$ cat src/rtl/shot_sequencer_pkg.sv
// shot_sequencer_pkg: shared cell encodings, result codes and turn states
package shot_sequencer_pkg;
  typedef enum logic [2:0] {ARM_ROW, ARM_COL, FIRE, SETTLE, EVAL, DONE} state_t;
  localparam logic [1:0] WATER = 2'b00;
  localparam logic [1:0] SHIP = 2'b01;
  localparam logic [1:0] HIT = 2'b10;
  localparam logic [1:0] MISS = 2'b11;
  localparam logic [1:0] RES_NONE = 2'b00;
  localparam logic [1:0] RES_HIT = 2'b01;
  localparam logic [1:0] RES_MISS = 2'b10;
  localparam logic [1:0] RES_REPEAT = 2'b11;
  function automatic logic [1:0] cell_at(input logic [31:0] cells, input logic [1:0] r, input logic [1:0] c);
    return cells[{r, c, 1'b0} +: 2];
  endfunction
endpackage

$ cat src/rtl/shot_sequencer_onehot_to_idx.sv
// onehot_to_idx: 4-bit one-hot to 2-bit index with exactly-one-bit valid flag
module onehot_to_idx (
  input  logic [3:0] onehot,
  output logic [1:0] idx,
  output logic       valid
);
  assign idx = {onehot[3] | onehot[2], onehot[3] | onehot[1]};
  assign valid = (onehot != 4'd0) && ((onehot & (onehot - 4'd1)) == 4'd0);
endmodule

$ cat src/rtl/shot_sequencer.sv
// shot_sequencer: arms a row then a column, fires one shot per turn and scores the cell readback
module shot_sequencer
  import shot_sequencer_pkg::*;
#(
  parameter int MAX_SHOTS = 10,
  parameter int SHIP_CELLS = 4,
  parameter int SETTLE = 2
) (
  input  logic        clk,
  input  logic        reset,
  input  logic        fire_in,
  input  logic [3:0]  sel,
  input  logic        sel_error,
  input  logic        n_row,
  input  logic [31:0] cell_state,
  output logic [3:0]  row_en,
  output logic [3:0]  col_en,
  output logic        fire_out,
  output logic        busy,
  output logic [3:0]  shots,
  output logic [4:0]  hits,
  output logic [1:0]  last_result,
  output logic        fault,
  output logic        game_over,
  output logic        won
);
  localparam int CW = $clog2(SETTLE + 1);
  localparam logic [4:0] SHIPS = 5'(SHIP_CELLS);
  localparam logic [4:0] MAXS = 5'(MAX_SHOTS);
  state_t state;
  logic fire_q, ev, valid, row_ok, src_ok;
  logic [3:0] row_q, col_q, col_src, row_pick, col_pick, shots_nx;
  logic [1:0] ri, ci, tgt;
  logic [4:0] hits_nx;
  logic [CW-1:0] cnt;
  // while arming, the column index follows the live switches so the target can be inspected before firing
  assign col_src = (state == ARM_ROW || state == ARM_COL) ? sel : col_q;
  onehot_to_idx u_row (.onehot(row_q), .idx(ri), .valid(row_ok));
  onehot_to_idx u_col (.onehot(col_src), .idx(ci), .valid(src_ok));
  assign valid = src_ok && !sel_error;
  assign ev = fire_in && !fire_q;
  assign tgt = cell_at(cell_state, ri, ci);
  assign row_pick = (valid && !n_row) ? sel : 4'd0;
  assign col_pick = (valid && n_row) ? sel : 4'd0;
  assign shots_nx = (shots == 4'hF) ? shots : shots + 4'd1;
  assign hits_nx = (tgt == HIT && hits != 5'h1F) ? hits + 5'd1 : hits;
  always_ff @(posedge clk or negedge reset)
    if (!reset) begin
      state <= ARM_ROW;
      fire_q <= 1'b0;
      row_q <= '0;
      col_q <= '0;
      cnt <= '0;
      row_en <= '0;
      col_en <= '0;
      fire_out <= 1'b0;
      busy <= 1'b0;
      shots <= '0;
      hits <= '0;
      last_result <= RES_NONE;
      fault <= 1'b0;
      game_over <= 1'b0;
      won <= 1'b0;
    end else begin
      fire_q <= fire_in;
      fire_out <= 1'b0;
      case (state)
        ARM_ROW: begin
          row_en <= row_pick;
          col_en <= '0;
          if (ev && valid && !n_row) begin
            row_q <= sel;
            state <= ARM_COL;
          end
        end
        ARM_COL: begin
          row_en <= (ev && valid && !n_row) ? sel : row_q;
          col_en <= col_pick;
          if (ev && valid && !n_row) row_q <= sel;
          else if (ev && valid && row_ok) begin
            col_q <= sel;
            if (tgt[1]) begin
              last_result <= RES_REPEAT;
              row_en <= '0;
              col_en <= '0;
              state <= ARM_ROW;
            end else begin
              fire_out <= 1'b1;
              busy <= 1'b1;
              state <= FIRE;
            end
          end
        end
        FIRE: begin
          cnt <= CW'(SETTLE);
          state <= shot_sequencer_pkg::SETTLE;
        end
        shot_sequencer_pkg::SETTLE: begin
          cnt <= cnt - CW'(1);
          if (cnt == CW'(1)) state <= EVAL;
        end
        EVAL: begin
          shots <= shots_nx;
          hits <= hits_nx;
          busy <= 1'b0;
          last_result <= (tgt == HIT) ? RES_HIT : RES_MISS;
          if (!tgt[1]) fault <= 1'b1;
          if (hits_nx >= SHIPS || {1'b0, shots_nx} >= MAXS) begin
            state <= DONE;
            game_over <= 1'b1;
            won <= hits_nx >= SHIPS;
            row_en <= '0;
            col_en <= '0;
          end else begin
            state <= ARM_ROW;
            row_en <= row_pick;
            col_en <= '0;
          end
        end
        default: ;
      endcase
    end
endmodule

$ cat config.mk
export PLATFORM = sky130hd
export DESIGN_NAME = shot_sequencer
export DESIGN_NICKNAME = d
export VERILOG_FILES = /design/src/rtl/shot_sequencer_pkg.sv /design/src/rtl/shot_sequencer_onehot_to_idx.sv /design/src/rtl/shot_sequencer.sv
export SDC_FILE = /design/constraint.sdc
export NUM_CORES = 1
export LEC_CHECK = 0
export CAP_MARGIN = 20
export CORE_UTILIZATION = 40
export DETAILED_ROUTE_END_ITERATION = 7
export PLACE_DENSITY = 0.7
export SLEW_MARGIN = 10
export SYNTH_ARGS = -nofsm -noshare
export SYNTH_HDL_FRONTEND = slang
export SYNTH_SLANG_ARGS = --single-unit
$ cat constraint.sdc
create_clock -name clk -period 8.3 [get_ports clk]
set_input_delay 1.66 -clock clk [delete_from_list [all_inputs] [get_ports clk]]
set_output_delay 1.66 -clock clk [all_outputs]
set_load 0.03 [all_outputs]
After elaboration in Yosys (flattened, before gate mapping)
Cells that the tools add are included.

Register bits after elaboration: 38. Logic and storage cells: 114. Output and inout bits: 24.

$add $sub $neg: 5. Equality and inequality tests: 14. Muxes and demuxes: 36. Magnitude comparators: 2. Shifts and indexed selects: 1. Reduce and logical (&&, ||, !) cells: 33. Bitwise gates (word level): 8.

Operators with widths (count): $mux W4 (12); $shiftx A32 B6 Y2 (1); $mux W3 (5); $pmux W3 S5 (1); $pmux W4 S3 (1); $logic_and A1 B1 Y1 (10); $mux W2 (5); $and A4 B4 Y4 (2); $logic_not A4 Y1 (2); $ne A2 B2 Y1 const B (4); $pmux W2 S2 (2); $pmux W4 S2 (1); $reduce_and A4 Y1 (2); $reduce_bool A4 Y1 (2); $sub A4 B1 Y4 const B (2); $mux W1 (7); $eq A3 B2 Y1 const B (2); $reduce_bool A2 Y1 (3); $add A5 B1 Y5 const B (1); $ge A5 B3 Y1 const B (1); $mux W5 (1); $ne A5 B5 Y1 const B (1); $reduce_and A5 Y1 (1); $reduce_bool A5 Y1 (1); 19 further kinds (29).

Depth between registers and ports, before layout
Gate-level depths: netlist (run 1).

Depth after elaboration: 15. Depth in mapped cells: 12. Mapped depth without buffers: 9.

Cells and area by module
A second synthesis (run 1) with hierarchy kept.

Cells, all modules: 200. Area, all modules: 2207.1 um2.

Modules (own cells, without submodules): shot_sequencer (area an instance 2109.5 um2, cells each 188, sequential area each 950.9 um2, times used 1); onehot_to_idx (area an instance 48.8 um2, cells each 6, sequential area each 0.0 um2, times used 2).

Worst setup path before layout (run 1)
Ideal clock, no wire load.

Path type: input-to-reg. From: in sel[2]. To: reg row_en[2]. Arrival: 4.005 ns. Cell stages on the path: 10. Setup time: 0.141 ns. Setup slack: 4.155 ns. Cell sequence: buf_2 > or4b_4 > o32ai_4 > a221oi_1 > a22o_1 > o211a_1 > a22oi_2 > mux2_2 > a41oi_2 > o221ai_1.

Cells in the longest elaborated chain, start to end: 13. Elaborated cells on any way between the ends: 25. Those cells by class: add/sub: 1; order compare: 1; eq/ne: 1; shift: 1; mux: 9; bitwise: 2; reduce/logical: 10.

Ends and longest elaborated chain: start: declaration (line shot_sequencer.sv:12) `input logic [3:0] sel,`; parallel branches: the longest is 12 deep, another holds $ge A5 B3 Y1; $pmux W4 S3 * (line shot_sequencer.sv:67) `case (state)`; end signal: assignment (line shot_sequencer.sv:69) `row_en <= row_pick;`; end signal: assignment (line shot_sequencer.sv:77) `row_en <= (ev && valid && !n_row) ? sel : row_q;`; end signal: assignment (line shot_sequencer.sv:116) `row_en <= row_pick;`; end: declaration (line shot_sequencer.sv:16) `output logic [3:0] row_en,`.

Mark *: on every way between the ends. A chain may end at the register's enable or synchronous reset.

Final worst setup path (run 1)
From: in sel[2]. To: reg row_en[3].

Cells in the longest elaborated chain, start to end: 13. Elaborated cells on any way between the ends: 25. Those cells by class: add/sub: 1; order compare: 1; eq/ne: 1; shift: 1; mux: 9; bitwise: 2; reduce/logical: 10.

Ends and longest elaborated chain: $mux W4 * (line shot_sequencer.sv:37) `assign col_src = (state == ARM_ROW || state == ARM_COL) ? sel : col_q;`; parallel branches: the longest is 11 deep, another holds $ge A5 B3 Y1; $pmux W4 S3 * (line shot_sequencer.sv:67).

Marked as above.

==> flow_summary.toml, run 1 <==
[run_status]
status = "finished clean"

[cells_and_area]
diodes = 0
final_core_util_pct = 54.4
drive_above_1_share_pct = 10.8
fin_area_mm2 = 0.00322
stdcell_count = 381
nets = 351
syn_to_final_growth_pct = 31.0
nFillCells = 548

[yosys]
synth_top_family_by_area = "compound AO/OA/AOI/OAI gates"
synthAdderAreaFrac_pct = 2.54
ys_warn_count = 0
synth.area.mux_share_pct = 13.1
synthArstFlopShare_pct = 100
synth_simple_gate_area_share_pct = 18.8
ys.flop_type = "dfrtp_1"
synth_nets = 292
synth_xor_area_share_pct = 2.85
syn-instance-count = 246
syn_area_per_cell_um2 = 9.99
synth-seq-cells = 38
synth_compound_area_share_pct = 20.8
synth_cell_types = 62
ys_seq_area_share_pct = 38.7
synth_edf_count = 0
synthesis.area_mm2 = 0.00246

[global_route]
antenna_found_initial = 0
grt_pass1_wl_um = 9720
grt.overflow.total = 0
met3_usage_pct = 5.11
use_met2_pct = 30.8
grt_max_degree = 39
grt_busiest_layer = "met2"
met1_usage_pct = 26.3
grt_pass1_vias = 2059
grt_use_total_pct = 19.5

[floorplanning]
die_x_um = 80.4
die-height_um = 80.4
fp.dieArea_mm2 = 0.00646
start_util_pct = 41.5
num_rows = 28
io_pins = 65
core_area_mm2 = 0.00592

[setup_path]
end_kind = "register"
crit_type = "in -> reg"
worstPathRequired_ns = 8.50
cp.arrival_ns = 4.90
crit_fanout = 10
startpoint_type = "input pin"
r2r_slack_ns = 4.88

[timing]
finalCritPeriodShare_pct = 56.6
hold_viol = 0
slew_headroom_pct = 44.5
finalCriticalPeriod_ns = 4.70
finalSetupViolations = 0
fin_tns_setup_ns = 0
skew_ns = 0.00501
whs_ns = 0.468
tightest_slew_ns = 0.832
finalMaxSlewViolations = 0
grt_setup_unrepaired = "false"
fmax_ghz = 0.213

[placement]
placed_area_mm2 = 0.00313
dp_hpwl_um = 4570
gp_congestion = 0.860
placed_cells = 373
io_buffers = 64

[pwr]
netSwitchingPower_mw = 0.489
p_leak_nw = 1.37
power.density_mw_per_mm2 = 334
sw_frac_of_total_pct = 45.5
power.share.clock_pct = 12.1
seqPwrFrac_pct = 31.0
max-vdd-ir-drop_v = 0.000207
p_int_mw = 0.586
power_frac_comb_pct = 56.9

[detailed_routing]
drc_errors = 0
drtPass1Iterations = 4
wl_um = 6040
postRouteAntennaNets = 0
route.vias.total = 2128
wire_per_inst_um = 15.9
drtIter0Drc = 101
viasPerCell = 5.59

[clocking]
hold_buffers = 0
cts_tree = "built"
path_clk_slew_ns = 0.07
worstSkewPairLatency_ns = 0.28
post_cts_buffers = 0
clock_sink_count = 38
clockBufferDepth = 2
root_buffer = "clkbuf_8"
ctsResizeCount = 0
htree_levels = 2
cts_buffers = 5

[min_path]
hp-class = "reg -> reg"

[flow_run]
drv_cap = 0
routing by layer:
layer  up-vias  share of wire, %
met5         -                 0
li1       1036                 -
met3         9               8.1
met2        84                43
met4         0               1.4
met1       999                47
layout by cell type (no fill, tap or decap), types with 5 or more instances in the layout:
cell type	n
a221oi_1	5
nand2b_1	10
dfrtp_1	38
mux2i_1	14
a21oi_1	14
inv_1	6
ha_1	5
clkbuf_8	6
a31oi_1	5
o21ai_1	5
o21ai_0	9
nor2_1	18
nand3_1	6
mux2_2	11
clkdlybuf4s50_1	63
nand2_1	10
power groups by stage:
stage | clock [mW] | sequential [mW] | combinational (mW)
6_report | 0.130 | 0.334 | 0.612
5_1_grt | 0.141 | 0.344 | 0.671
4_1_cts | 0.133 | 0.334 | 0.614
3_5_place_dp | 0 | 0.336 | 0.611
3_3_place_gp | 0 | 0.336 | 0.600
2_1_floorplan | 0 | 0.371 | 0.387
cell usage after synthesis (3+ instances only):
cell type / count / area (µm²)
a21o_1: 3 / 22.5
a21oi_1: 14 / 70.1
a221oi_1: 5 / 43.8
a22o_1: 4 / 35.0
a22oi_1: 3 / 22.5
a31oi_1: 5 / 31.3
and3_1: 3 / 18.8
buf_2: 4 / 20.0
clkbuf_1: 7 / 26.3
dfrtp_1: 38 / 951
ha_1: 5 / 62.6
inv_1: 6 / 22.5
mux2_2: 11 / 124
mux2i_1: 14 / 140
nand2_1: 10 / 37.5
nand2b_1: 10 / 62.6
nand3_1: 6 / 30.0
nor2_1: 18 / 67.6
nor2b_1: 3 / 18.8
nor3_1: 4 / 20.0
o21ai_0: 9 / 45.0
o21ai_1: 5 / 25.0
or2_1: 3 / 18.8
xnor2_1: 4 / 35.0
xor2_1: 4 / 35.0
metrics by stage:
stage / setup slack (ns) / power (mW)
final: 3.60 / 1.08
after floorplan: 4.15 / 0.759
after CTS: 3.67 / 1.08
after global placement: 3.46 / 0.936
after global routing: 3.49 / 1.16
after detailed placement: 3.38 / 0.947
cells by family (layout without fill, tap and decap cells):
| family | after synthesis | after routing |
|---|---|---|
| adder cells (fa/ha/maj) | 5 | 5 |
| AND/OR/NAND/NOR | 79 | 79 |
| buffers and inverters | 18 | 78 |
| multiplexers | 29 | 29 |
| AO/OA/AOI/OAI | 69 | 69 |
| XOR/XNOR | 8 | 8 |
| flip-flops | 38 | 38 |
area by class of cell:
cell class | instances | area [µm²] | area share (%)
Multi-Input combinational cell | 190 | 1430 | 44.3
Sequential cell | 38 | 951 | 29.5
Timing Repair Buffer | 64 | 636 | 19.7
Tap cell | 75 | 93.8 | 2.91
Clock buffer | 7 | 86.3 | 2.68
Inverter | 6 | 22.5 | 0.699
Clock inverter | 1 | 5.00 | 0.155
worst max-delay path, stage by stage:
cell and delay (ns):
clkdlybuf4s50_1 0.70, or4b_4 0.53, o32ai_4 0.24, a2111oi_1 0.18, a21oi_1 0.21, and3_2 0.24, a21oi_2 0.08, o31ai_1 0.50
nand4_1 0.31, o21ai_1 0.25
state kept, by name, indices dropped and copies added (netlist names):
name	flops
fault	1
col_q	4
row_en	4
fire_q	1
busy	1
last_result	2
fire_out	1
col_en	4
shots	4
cnt	2
state	3
hits	5
row_q	4
game_over	1
won	1
path summary, 6_finish.rpt:
path | start | end | depth (start not counted)
max in group asynchronous | reset | won | 1
hold reg to reg | fault | fault | 1
hold / removal | fault | fault | 1
setup / recovery | sel[2] | row_en[3] | 10
setup reg to reg | state[2] | row_en[3] | 9
min in group asynchronous | reset | row_en[1] | 1
(Power assumes the default switching activity.)
==> run 2, diff against run 1 <==
==> constraint.sdc (replaced) <==
create_clock -name clk -period 4.67 [get_ports clk]
set_input_delay 0.934 -clock clk [delete_from_list [all_inputs] [get_ports clk]]
set_output_delay 0.934 -clock clk [all_outputs]
set_load 0.03 [all_outputs]
==> flow_summary.toml, run 2 (same netlist as run 1, synthesis figures left out) <==
[detailed_routing]
drtPass1Iterations = 4
route.vias.total = 2185
wire_per_inst_um = 16.7
drc_errors = 0
postRouteAntennaNets = 0
drtIter0Drc = 97
viasPerCell = 5.70
wl_um = 6380

[clocking]
cts_buffers = 5
ctsResizeCount = 0
clockBufferDepth = 2
worstSkewPairLatency_ns = 0.29
cts_tree = "built"
clock_sink_count = 38
root_buffer = "clkbuf_8"
path_clk_slew_ns = 0.08
post_cts_buffers = 0
hold_buffers = 0
htree_levels = 2

[setup_path]
startpoint_type = "input pin"
crit_type = "in -> reg"
crit_fanout = 10
worstPathRequired_ns = 4.82
end_kind = "register"
cp.arrival_ns = 4.04

[timing]
fin_tns_setup_ns = 0
slew_headroom_pct = 42.1
finalSetupViolations = 0
finalMaxSlewViolations = 0
tightest_slew_ns = 0.861
skew_ns = 0.00895
setup_ws_ns = 0.786
finalCritPeriodShare_pct = 83.2
grt_setup_unrepaired = "false"
finalCriticalPeriod_ns = 3.88
fmax_ghz = 0.257
hold_viol = 0

[pwr]
max-vdd-ir-drop_v = 0.000356
p_leak_nw = 1.39
total_power_mw = 1.96
power.density_mw_per_mm2 = 601

[placement]
io_buffers = 64
dp_hpwl_um = 4620
post-place-ws_ns = 0.517
gp_congestion = 0.810
placed_cells = 375

[global_route]
grt_pass1_wl_um = 9920
grt_max_degree = 39
antenna_found_initial = 0
grt.overflow.total = 0
grt_pass1_vias = 2053
grt_use_total_pct = 20.2

[floorplanning]
die_x_um = 80.4
die-height_um = 80.4
core_area_mm2 = 0.00592
io_pins = 65
num_rows = 28
start_util_pct = 41.5
fp.dieArea_mm2 = 0.00646

[run_status]
status = "finished clean"

[cells_and_area]
diodes = 0
regMostFlops = "hits"
drive_above_1_share_pct = 11.7
multi_input_comb_area_mm2 = 0.00143
largest_register_ffs = 5
layout_commonest_cell = "clkdlybuf4s50_1"
nFillCells = 554
stdcell_count = 383
final_cell_mix = "clkdlybuf4s50_1, dfrtp_1, nor2_1"
nets = 353
ff_latch_area_um2 = 951
final_core_util_pct = 55.0
syn_to_final_growth_pct = 32.4

[min_path]
hp-class = "reg -> reg"

[flow_run]
drv_cap = 0
-- run 2: cell types whose count changed in the layout (fill, tap and decap cells not counted) --
cell,delta
buf_4,+2
clkinv_2,-1
clkbuf_1,-1
clkbuf_8,+2
-- run 2: power breakdown --
part / switching (mW) / internal [mW] / leakage, nW / total, mW
sequential: 0.158 / 0.437 / 0.464 / 0.595
combinational: 0.607 / 0.489 / 0.871 / 1.10
clock: 0.117 / 0.149 / 0.0575 / 0.266
total: 0.883 / 1.08 / 1.39 / 1.96
-- run 2: metal layers --
layer / routed length, µm / GRT usage [%] / vias up
li1: - / - / 1041
met1: 3080 / 27.5 / 1069
met2: 2830 / 32.4 / 73
met3: 450 / 4.77 / 2
met4: 16 / 4.11 / 0
met5: 0 / 0 / -
-- run 2: stage by stage --
step	hold WS, ns	area [µm²]
2_1_floorplan	0.469	2460
3_3_place_gp	0.449	3150
3_5_place_dp	0.447	3150
4_1_cts	0.468	3260
5_1_grt	0.499	3260
6_report	0.463	3260
-- run 2: worst max-delay path: stages --
cell             delay [ns]
clkdlybuf4s50_1        0.69
or4b_4                 0.53
o32ai_4                0.23
a221oi_1               0.18
a22o_1                 0.24
o211a_1                0.25
a22oi_2                0.21
mux2_2                 0.39
a41oi_2                0.24
o221ai_1               0.14
-- run 2: final cells by class --
class,instances,area share (%)
repair buffers,66,20.0
flip-flops and latches,38,29.2
inverters,6,0.692
multi-input cells,190,43.9
clock buffers,8,3.38
well taps,75,2.88
-- run 2: final timing paths --
kind / from / end / slack [ns] / depth (start not counted)
max in group asynchronous: reset / state[1] / 3.38 / 1
min in group asynchronous: reset / col_en[3] / 0.75 / 1
max reg2reg: state[2] / row_en[2] / 1.34 / 9
min reg2reg: fault / fault / 0.46 / 1
min: fault / fault / 0.46 / 1
max: sel[2] / row_en[2] / 0.79 / 10
